`config.mk`:
```
export PLATFORM = sky130hd
export DESIGN_NAME = piso16b8_unloader
export DESIGN_NICKNAME = d
export VERILOG_FILES = /design/src/rtl/piso16b8_unloader.sv
export SDC_FILE = /design/constraint.sdc
export NUM_CORES = 1
export LEC_CHECK = 0
export CAP_MARGIN = 20
export CELL_PAD_IN_SITES_DETAIL_PLACEMENT = 0
export CELL_PAD_IN_SITES_GLOBAL_PLACEMENT = 1
export CORE_MARGIN = 2
export CORE_UTILIZATION = 41
export CTS_BUF_LIST = sky130_fd_sc_hd__clkbuf_8 sky130_fd_sc_hd__clkbuf_16
export DETAILED_ROUTE_END_ITERATION = 7
export GPL_TIMING_DRIVEN = 0
export PLACE_DENSITY = 0.81
export SLEW_MARGIN = 20
export SYNTH_ARGS = -nofsm -noshare
export SYNTH_HDL_FRONTEND = slang
export SYNTH_SLANG_ARGS = --single-unit
export TNS_END_PERCENT = 10
```
`constraint.sdc`:
```
create_clock -name ck -period 4.4 [get_ports ck]
set_input_delay 0.44 -clock ck [delete_from_list [all_inputs] [get_ports ck]]
set_output_delay 0.44 -clock ck [all_outputs]
set_load 0.02 [all_outputs]
```
`src/rtl/piso16b8_unloader.sv`:
```
// Parallel-in / serial-out block unloader: captures DEPTH words at once and
// streams them out word 0 first over a valid/ready interface.
module piso16b8_unloader #(
  parameter int unsigned WIDTH = 16,
  parameter int unsigned DEPTH = 8,
  localparam int unsigned CW   = $clog2(DEPTH + 1)
) (
  input  logic                   ck,
  input  logic                   reset,
  input  logic                   load_valid,
  output logic                   load_ready,
  input  logic [WIDTH*DEPTH-1:0] load_data,
  input  logic                   flush,
  output logic                   out_valid,
  input  logic                   out_ready,
  output logic [WIDTH-1:0]       out_data,
  output logic                   out_last,
  output logic [CW-1:0]          count
);

  typedef enum logic {
    IDLE,
    SHIFT
  } state_t;

  state_t           state_q, state_d;
  logic [WIDTH-1:0] regs_q [DEPTH];
  logic [WIDTH-1:0] regs_d [DEPTH];
  logic [CW-1:0]    count_q, count_d;

  always_comb begin
    state_d = state_q;
    count_d = count_q;
    for (int unsigned k = 0; k < DEPTH; k++) begin
      regs_d[k] = regs_q[k];
    end

    case (state_q)
      IDLE: begin
        if (load_valid) begin
          for (int unsigned k = 0; k < DEPTH; k++) begin
            regs_d[k] = load_data[k*WIDTH +: WIDTH];
          end
          count_d = CW'(DEPTH);
          state_d = SHIFT;
        end
      end
      SHIFT: begin
        if (out_ready) begin
          for (int unsigned k = 0; k < DEPTH - 1; k++) begin
            regs_d[k] = regs_q[k+1];
          end
          regs_d[DEPTH-1] = '0;
          count_d = count_q - CW'(1);
          if (count_q == CW'(1)) begin
            state_d = IDLE;
          end
        end
      end
      default: state_d = IDLE;
    endcase

    // flush overrides any load or beat decided above; reset still wins in the register
    if (flush) begin
      state_d = IDLE;
      count_d = '0;
      for (int unsigned k = 0; k < DEPTH; k++) begin
        regs_d[k] = '0;
      end
    end
  end

  always_ff @(posedge ck) begin
    if (reset) begin
      state_q <= IDLE;
      count_q <= '0;
      for (int unsigned k = 0; k < DEPTH; k++) begin
        regs_q[k] <= '0;
      end
    end else begin
      state_q <= state_d;
      count_q <= count_d;
      for (int unsigned k = 0; k < DEPTH; k++) begin
        regs_q[k] <= regs_d[k];
      end
    end
  end

  // All outputs decode registered state only; no combinational path from inputs.
  assign load_ready = (state_q == IDLE);
  assign out_valid  = (state_q == SHIFT);
  assign out_data   = regs_q[0];
  assign out_last   = (state_q == SHIFT) && (count_q == CW'(1));
  assign count      = count_q;

endmodule

```
# After elaboration in Yosys (flattened, before gate mapping)
# Memory sizes are Yosys's and may differ from the RTL's.
# Index checks and enable logic that the tools add are counted.
# Widths: inputs -> output; s select.
[op_classes]
n_addsub = 1
mul = 0
n_div = 0
n_lt_le_gt_ge = 0
eq_ne = 3
shifts = 0
muxes = 22
bitwise = 9
reduce_logical = 3
[op_table]
columns = ["op", "n"]
rows = [
  ["$mux 128", 3],
  ["$pmux 128 s2", 1],
  ["$mux 16", 8],
  ["$mux 4", 2],
  ["$or 1x1->1", 8],
  ["$pmux 4 s2", 1],
  ["$mux 1", 6],
  ["$eq 4x1->1 const B", 1],
  ["$ne 2x2->1 const B", 2],
  ["$sub 4x1->4 const B", 1],
  ["$pmux 1 s2", 1],
  ["$reduce_and 2->1", 1],
  ["$reduce_or 2->1", 1],
  ["$logic_and 1x1->1", 1],
  ["$not 1->1", 1],
]
[word_totals]
ff_bits = 5
latchBits = 0
mem_bits_rw = 128
mem_bits_ro = 0
out_inout_bits = 23
wordCells = 41
n_memories = 1
[memory_table]
columns = ["name", "depth", "word_bits", "read_ports", "rd_ports_with_merged_regs", "wr", "line_no", "source"]
rows = [
  ["regs_q", 8, 16, 8, 0, 8, "27", "logic [WIDTH-1:0] regs_q [DEPTH];"],
]

# Depth between registers and ports, before layout
# Gate-level depths: netlist (run 1).
[depth]
ltp_word = 4
ltp_mapped = 7
mapped_depth_nobuf = 5

# Least setup slack after synthesis (run 1)
# No wires, ideal clock.
[synth_path]
kind = "register to output"
start = "register state_q, in the netlist out_valid"
end = "output port out_last"
t_arrival_ps = 1328
required_time_ps = 3960
setup_slack_ps = 2632
path_stages_with_launch = 5
path_buffers = 2
path_cell_list = "dfxtp_1 > buf_4 > buf_2 > nand2_1 > nor3_1"
[synth_between]
elab_chain_len = 1
[synth_lines]
columns = ["item", "line_no", "source"]
rows = [
  ["from (decl)", "26", "state_t state_q, state_d;"],
  ["from (signal assigned)", "81", "state_q <= state_d;"],
  ["$logic_and 1x1->1", "93", "assign out_last = (state_q == SHIFT) && (count_q == CW'(1));"],
  ["to (decl)", "17", "output logic out_last,"],
]
# Every way passes these cells.

# Worst setup path in the final report (run 1)
# Ends and elaborated chain as after synthesis.

==> impl_metrics.py, run 1 <==
metrics = {
    "logic_synthesis": {
        "yosys-top-cells-area": "dfxtp_1 (41%), a211oi_2 (21%), mux2i_1 (17%), nor2_1 (7.5%), buf_6 (2.5%)",
        "yosys.area_share.simple_pct": 8.44,
        "avgSynthCellArea_sq_um": 10.7,
        "synthAdderAreaFrac_pct": 0.389,
        "yosysSeqAreaShare_pct": 41.4,
        "synth_xor_area_share_pct": 0,
        "synth-edff-count": 0,
        "yosysUniqueCellTypes": 27,
        "synth_common_cells": "dfxtp_1 (133), nor2_1 (129), mux2i_1 (112)",
        "ys_seq_elements": 133,
        "netlist.top_cell.by_area": "dfxtp_1",
        "syn_nets": 738,
        "netlist_area_sq_um": 6430,
        "syn_inst": 603,
        "synth_compound_area_share_pct": 24.4,
        "synth.most_common_cell": "dfxtp_1",
        "ys_warn_count": 0,
        "synth_top_family_by_area": "compound AO/OA/AOI/OAI gates",
        "yosysTopAreaCellShare_pct": 41.4,
        "synth.area.mux_share_pct": 17.9,
        "synthArstFlopShare_pct": 0,
        "synth-main-ff-cell": "dfxtp_1",
    },
    "min_path": {
        "whs_endpoint": "count[3]",
        "hp-class": "reg2reg",
        "worstHoldPathCells": 2,
        "hold_start": "count[3]",
    },
    "route": {
        "drtIter0Drc": 276,
        "detail_route.wirelength_um": 18100,
        "route.detailed.drc": 0,
        "ant_nets": 0,
        "via_count": 5109,
        "via_per_inst": 5.10,
        "first_pass_iters": 4,
        "drt-wirelength-per-cell_um": 18.1,
    },
    "timing": {
        "grt_setup_unrepaired": "false",
        "max_freq_mhz": 385,
        "relSlewSlack_pct": 50.5,
        "finalClockSkew_ns": 0.0108,
        "setup_viol": 0,
        "fin_setup_tns_ns": 0,
        "hold_viol_final": 0,
        "fin_crit_sh_pct": 59.0,
        "worst_slew_pin_slew_ns": 0.743,
        "drv_slew": 0,
        "min_period_ns": 2.60,
    },
    "critical_path": {
        "cp-end-kind": "output port",
        "crit_type": "reg2out",
        "r2r-start": "out_valid",
        "crit_fanout": 10,
        "crit_required_ns": 3.96,
        "crit_path_start_kind": "flop",
        "rr_worst_depth": 5,
        "r2r_end": "regs_q[0][59]",
        "r2r_setup_slack_ns": 2.61,
        "arrival_ns": 2.16,
    },
    "clock_tree": {
        "numClockSinks": 133,
        "postCtsSetupBuffers": 0,
        "cts_tree": "done",
        "cts_root_buffer": "clkbuf_16",
        "cts_resized": 0,
        "clk_latency_ns": 0.42,
        "h-tree-depth": 4,
        "clkTransAtPathRegs_ns": 0.05,
        "cts_buffers": 17,
        "cts_buffer_depth": 2,
        "hold_buffers": 0,
    },
    "floorplanning": {
        "ioPinCount": 156,
        "die_h_um": 129,
        "rows": 45,
        "design.die.area_sq_um": 16700,
        "die_x_um": 129,
        "start_util_pct": 42.1,
        "core_sq_um": 15300,
    },
    "placement": {
        "io_buffers": 155,
        "hpwl_um": 13600,
        "place_congestion": 0.801,
    },
    "cells_and_area": {
        "n_fill_cell": 1322,
        "num_antenna_cells": 0,
        "fin_util_pct": 58.6,
        "drive_above_1_share_pct": 25.1,
        "multi_input_area_sq_um": 3280,
        "fin_nets": 912,
        "areaGrowthSynthToFinish_pct": 39.0,
        "seqCellArea_sq_um": 2660,
    },
    "global_route": {
        "antenna_found_initial": 0,
        "grt_pass1_wl_um": 27900,
        "grt_max_degree": 17,
        "overflow": 0,
        "grt_pass1_vias": 5262,
        "gr-usage-all-layers_pct": 21.9,
    },
    "power_and_ir_drop": {
        "p_leak_uw": 0.00319,
        "powerDensity_nw_per_um2": 390,
        "ir_worst_vdd_mv": 0.263,
    },
    "outcome": {
        "run_status": "finished, final reports clean",
    },
    "run": {
        "cap_violations": 0,
    },
}
## logic make-up (layout without fill, tap and decap cells)
family | Yosys count | count (layout)
AOI/OAI and AO/OA | 137 | 137
and+or+nand+nor | 140 | 140
buffers and inverters | 77 | 264
DFF | 133 | 133
adders and majority gates | 2 | 2
muxes | 114 | 114
## cell usage in the layout (no fill, tap or decap), types with 2 or more instances in the layout
master           Yosys  layout
a211oi_1             3       3
a211oi_2           110     110
a21oi_1              4       4
a22oi_1             16      16
buf_1                6       6
buf_2               21      21
buf_4               17      17
buf_6               14      14
bufinv_16            0       6
clkbuf_1            15      15
clkbuf_16            0      17
clkbuf_8             0       3
clkdlybuf4s50_1      0     155
clkinv_2             0       2
clkinv_4             0       3
dfxtp_1            133     133
ha_1                 2       2
inv_1                4       4
mux2i_1            112     112
nand2_1              4       4
nor2_1             129     129
nor3_1               2       2
## per-stage QoR
step / instances / hold WS [ns] / setup WS, ns / cell area, sq um / power [uW]
2_1_floorplan: 603 / 0.465 / 2.63 / 6430 / 1630
3_3_place_gp: 969 / 0.471 / 2.14 / 8250 / 1850
3_5_place_dp: 969 / 0.473 / 2.07 / 8250 / 1860
4_1_cts: 1001 / 0.488 / 1.78 / 8940 / 3500
5_1_grt: 1001 / 0.518 / 1.69 / 8940 / 3610
6_report: 1001 / 0.482 / 1.80 / 8940 / 3480
## cell type report
class / count / share of cell area (%)
inverter: 4 / 0.168
sequential: 133 / 29.8
clock buffer: 20 / 5.22
tap: 211 / 2.95
multi-input combinational: 393 / 36.7
buffer: 73 / 5.25
clock inverter: 12 / 2.51
timing repair buffer: 155 / 17.4
## sequential cells by signal, indices dropped and copies added, names as in the netlist
| signal | count |
|---|---|
| count | 4 |
| out_valid | 1 |
| regs_q | 128 |
## power breakdown
group	switching [uW]	internal (uW)	leakage (uW)	total (uW)
Combinational	274	265	0.00177	538
Clock	536	1110	0.000336	1640
Sequential	38.0	1260	0.00109	1300
## worst max-delay path by stage
stage | startpoint | end | slack [ns]
detailed placement | reset | regs_q[0][105] | 2.07
finish | out_valid | out_last | 1.80
global placement | flush | regs_q[0][103] | 2.14
floorplan | out_valid | out_last | 2.63
global route | out_valid | out_last | 1.69
CTS | out_valid | out_last | 1.78
## layer usage
| layer | wire length, um | vias up | global-route usage, % |
|---|---|---|---|
| met1 | 8660 | 2450 | 29.8 |
| met5 | 0 | - | 0 |
| met3 | 812 | 23 | 4.87 |
| met4 | 327 | 0 | 7.86 |
| met2 | 8320 | 131 | 34.1 |
| li1 | - | 2505 | - |
## worst max-delay path, stage by stage (launching register included)
cell	delay, ns
dfxtp_1	0.33
buf_4	0.16
buf_2	0.27
nand2_1	0.10
nor3_1	0.22
clkdlybuf4s50_1	0.66
Power figures use the tool's default switching activity.
==> run 2, diff against run 1 <==
--- a/config.mk
+++ b/config.mk
@@ -9,11 +9,11 @@
 export CELL_PAD_IN_SITES_DETAIL_PLACEMENT = 0
 export CELL_PAD_IN_SITES_GLOBAL_PLACEMENT = 1
 export CORE_MARGIN = 2
-export CORE_UTILIZATION = 41
+export CORE_UTILIZATION = 35
 export CTS_BUF_LIST = sky130_fd_sc_hd__clkbuf_8 sky130_fd_sc_hd__clkbuf_16
 export DETAILED_ROUTE_END_ITERATION = 7
 export GPL_TIMING_DRIVEN = 0
-export PLACE_DENSITY = 0.81
+export PLACE_DENSITY = 0.73
 export SLEW_MARGIN = 20
 export SYNTH_ARGS = -nofsm -noshare
 export SYNTH_HDL_FRONTEND = slang
==> constraint.sdc (replaced) <==
create_clock -name ck -period 2.3 [get_ports ck]
set_input_delay 0.23 -clock ck [delete_from_list [all_inputs] [get_ports ck]]
set_output_delay 0.23 -clock ck [all_outputs]
set_load 0.02 [all_outputs]
==> impl_metrics.py, run 2 (synthesis results as in run 1) <==
metrics = {
    "timing": {
        "relSlewSlack_pct": 48.3,
        "fin_crit_sh_pct": 90.7,
        "hold_viol_final": 0,
        "finalClockSkew_ns": 0.0126,
        "setup_viol": 0,
        "min_period_ns": 2.09,
        "worst_slew_pin_slew_ns": 0.775,
        "grt_setup_unrepaired": "false",
        "max_freq_mhz": 479,
        "fin_setup_tns_ns": 0,
        "drv_slew": 0,
    },
    "floorplanning": {
        "design.die.area_sq_um": 19500,
        "die_h_um": 140,
        "die_x_um": 140,
        "core_sq_um": 18000,
        "ioPinCount": 156,
        "rows": 49,
        "start_util_pct": 35.7,
    },
    "global_route": {
        "gr-usage-all-layers_pct": 18.7,
        "grt_pass1_wl_um": 28200,
        "grt_pass1_vias": 5227,
        "overflow": 0,
        "grt_max_degree": 17,
        "antenna_found_initial": 1,
    },
    "clock_tree": {
        "clk_latency_ns": 0.41,
        "cts_root_buffer": "clkbuf_16",
        "numClockSinks": 133,
        "cts_buffer_depth": 2,
        "h-tree-depth": 4,
        "cts_buffers": 17,
        "clkTransAtPathRegs_ns": 0.06,
        "cts_tree": "done",
    },
    "cells_and_area": {
        "largest-register": "regs_q",
        "drive_above_1_share_pct": 25.1,
        "areaGrowthSynthToFinish_pct": 39.1,
        "fin_nets": 912,
        "n_fill_cell": 1652,
        "layout_common_cells": "clkdlybuf4s50_1 (154), dfxtp_1 (133), nor2_1 (129), mux2i_1 (112), a211oi_2 (110)",
        "instances_no_fill": 1020,
        "layout_commonest_cell": "clkdlybuf4s50_1",
        "largest_register_ffs": 128,
    },
    "route": {
        "first_pass_iters": 4,
        "detail_route.wirelength_um": 18300,
        "via_per_inst": 4.97,
        "via_count": 5069,
        "route.detailed.drc": 0,
        "drtIter0Drc": 264,
        "drt-wirelength-per-cell_um": 17.9,
        "ant_nets": 0,
    },
    "critical_path": {
        "startpoint": "out_valid",
        "crit_fanout": 10,
        "crit_path_start_kind": "flop",
        "crit_required_ns": 2.07,
        "r2r-start": "out_valid",
        "cp-end-kind": "output port",
        "crit_type": "reg2out",
        "arrival_ns": 1.86,
    },
    "min_path": {
        "hp-class": "in2reg",
        "hold_start": "load_data[121]",
    },
    "power_and_ir_drop": {
        "p_leak_uw": 0.00320,
        "powerDensity_nw_per_um2": 736,
        "ir_worst_vdd_mv": 0.552,
    },
    "placement": {
        "io_buffers": 155,
        "place_congestion": 0.794,
        "hpwl_um": 13900,
        "dp.cells": 987,
    },
    "outcome": {
        "run_status": "finished, final reports clean",
    },
    "run": {
        "cap_violations": 0,
    },
}
## run 2: cell types whose count changed in the layout (fill, tap and decap cells not counted), sizes merged
| cell | previous run | this run |
|---|---|---|
| bufinv | 6 | 5 |
| clkbuf | 35 | 36 |
| clkdlybuf4s50 | 155 | 154 |
| clkinv | 5 | 3 |
| clkinvlp | 1 | 0 |
| diode | 0 | 1 |
| dlygate4sd2 | 0 | 1 |
| inv | 4 | 7 |
## run 2: final cells by class
| type | count | area [sq um] | area share [%] |
|---|---|---|---|
| clock buffers | 21 | 480 | 5.37 |
| plain buffers | 73 | 470 | 5.26 |
| flip-flops and latches | 133 | 2660 | 29.8 |
| inverters | 4 | 15.0 | 0.168 |
| multi-input cells | 393 | 3280 | 36.7 |
| clock inverters | 11 | 194 | 2.17 |
| repair buffers | 155 | 1550 | 17.3 |
| diodes | 1 | 2.50 | 0.0280 |
| well taps | 229 | 287 | 3.20 |
## run 2: repair_timing
item,4_1_cts,5_1_grt
hold buffers,0,0
pin swaps,0,0
resized for setup,1,2
setup buffers,0,0
endpoints found under the setup margin,1,1
## run 2: worst max-delay path, cell delays in order (launching register included)
cell           delay, ns
dfxtp_1             0.34
buf_4               0.16
buf_2               0.27
nand2_1             0.10
nor3_1              0.20
dlygate4sd2_1       0.37
## run 2: routing by layer
metal  vias to the layer above  part of all wire [%]  global-route usage, %
li1                       2515                     -                      -
met2                       122                    47                   29.1
met5                         -                     0                      0
met4                         0                   1.5                   6.53
met3                        16                   4.5                   4.20
met1                      2416                    47                   25.6
## run 2: final timing paths
path	endpoint	slack, ns	cells past startpoint
min reg2reg	count[3]	0.49	2
max	out_last	0.21	5
max reg2reg	regs_q[0][32]	0.43	5
min	regs_q[0][121]	0.46	3
## run 2: stage by stage
stage	total power (uW)	instance area (sq um)	setup slack [ns]	hold WS [ns]	util (%)
floorplan	3130	6430	0.670	0.327	-
global placement	3550	8270	0.211	0.482	45.9
detailed placement	3560	8270	0.196	0.478	45.9
CTS	6650	8940	0.0118	0.436	49.6
global route	6830	8950	0.111	0.453	49.6
finish	6590	8950	0.214	0.457	49.6
## run 2: where the power goes
part | leakage (uW) | switching (uW) | internal (uW)
Sequential | 0.00109 | 69.1 | 2410
Combinational | 0.00178 | 523 | 506
Clock | 0.000335 | 1030 | 2050
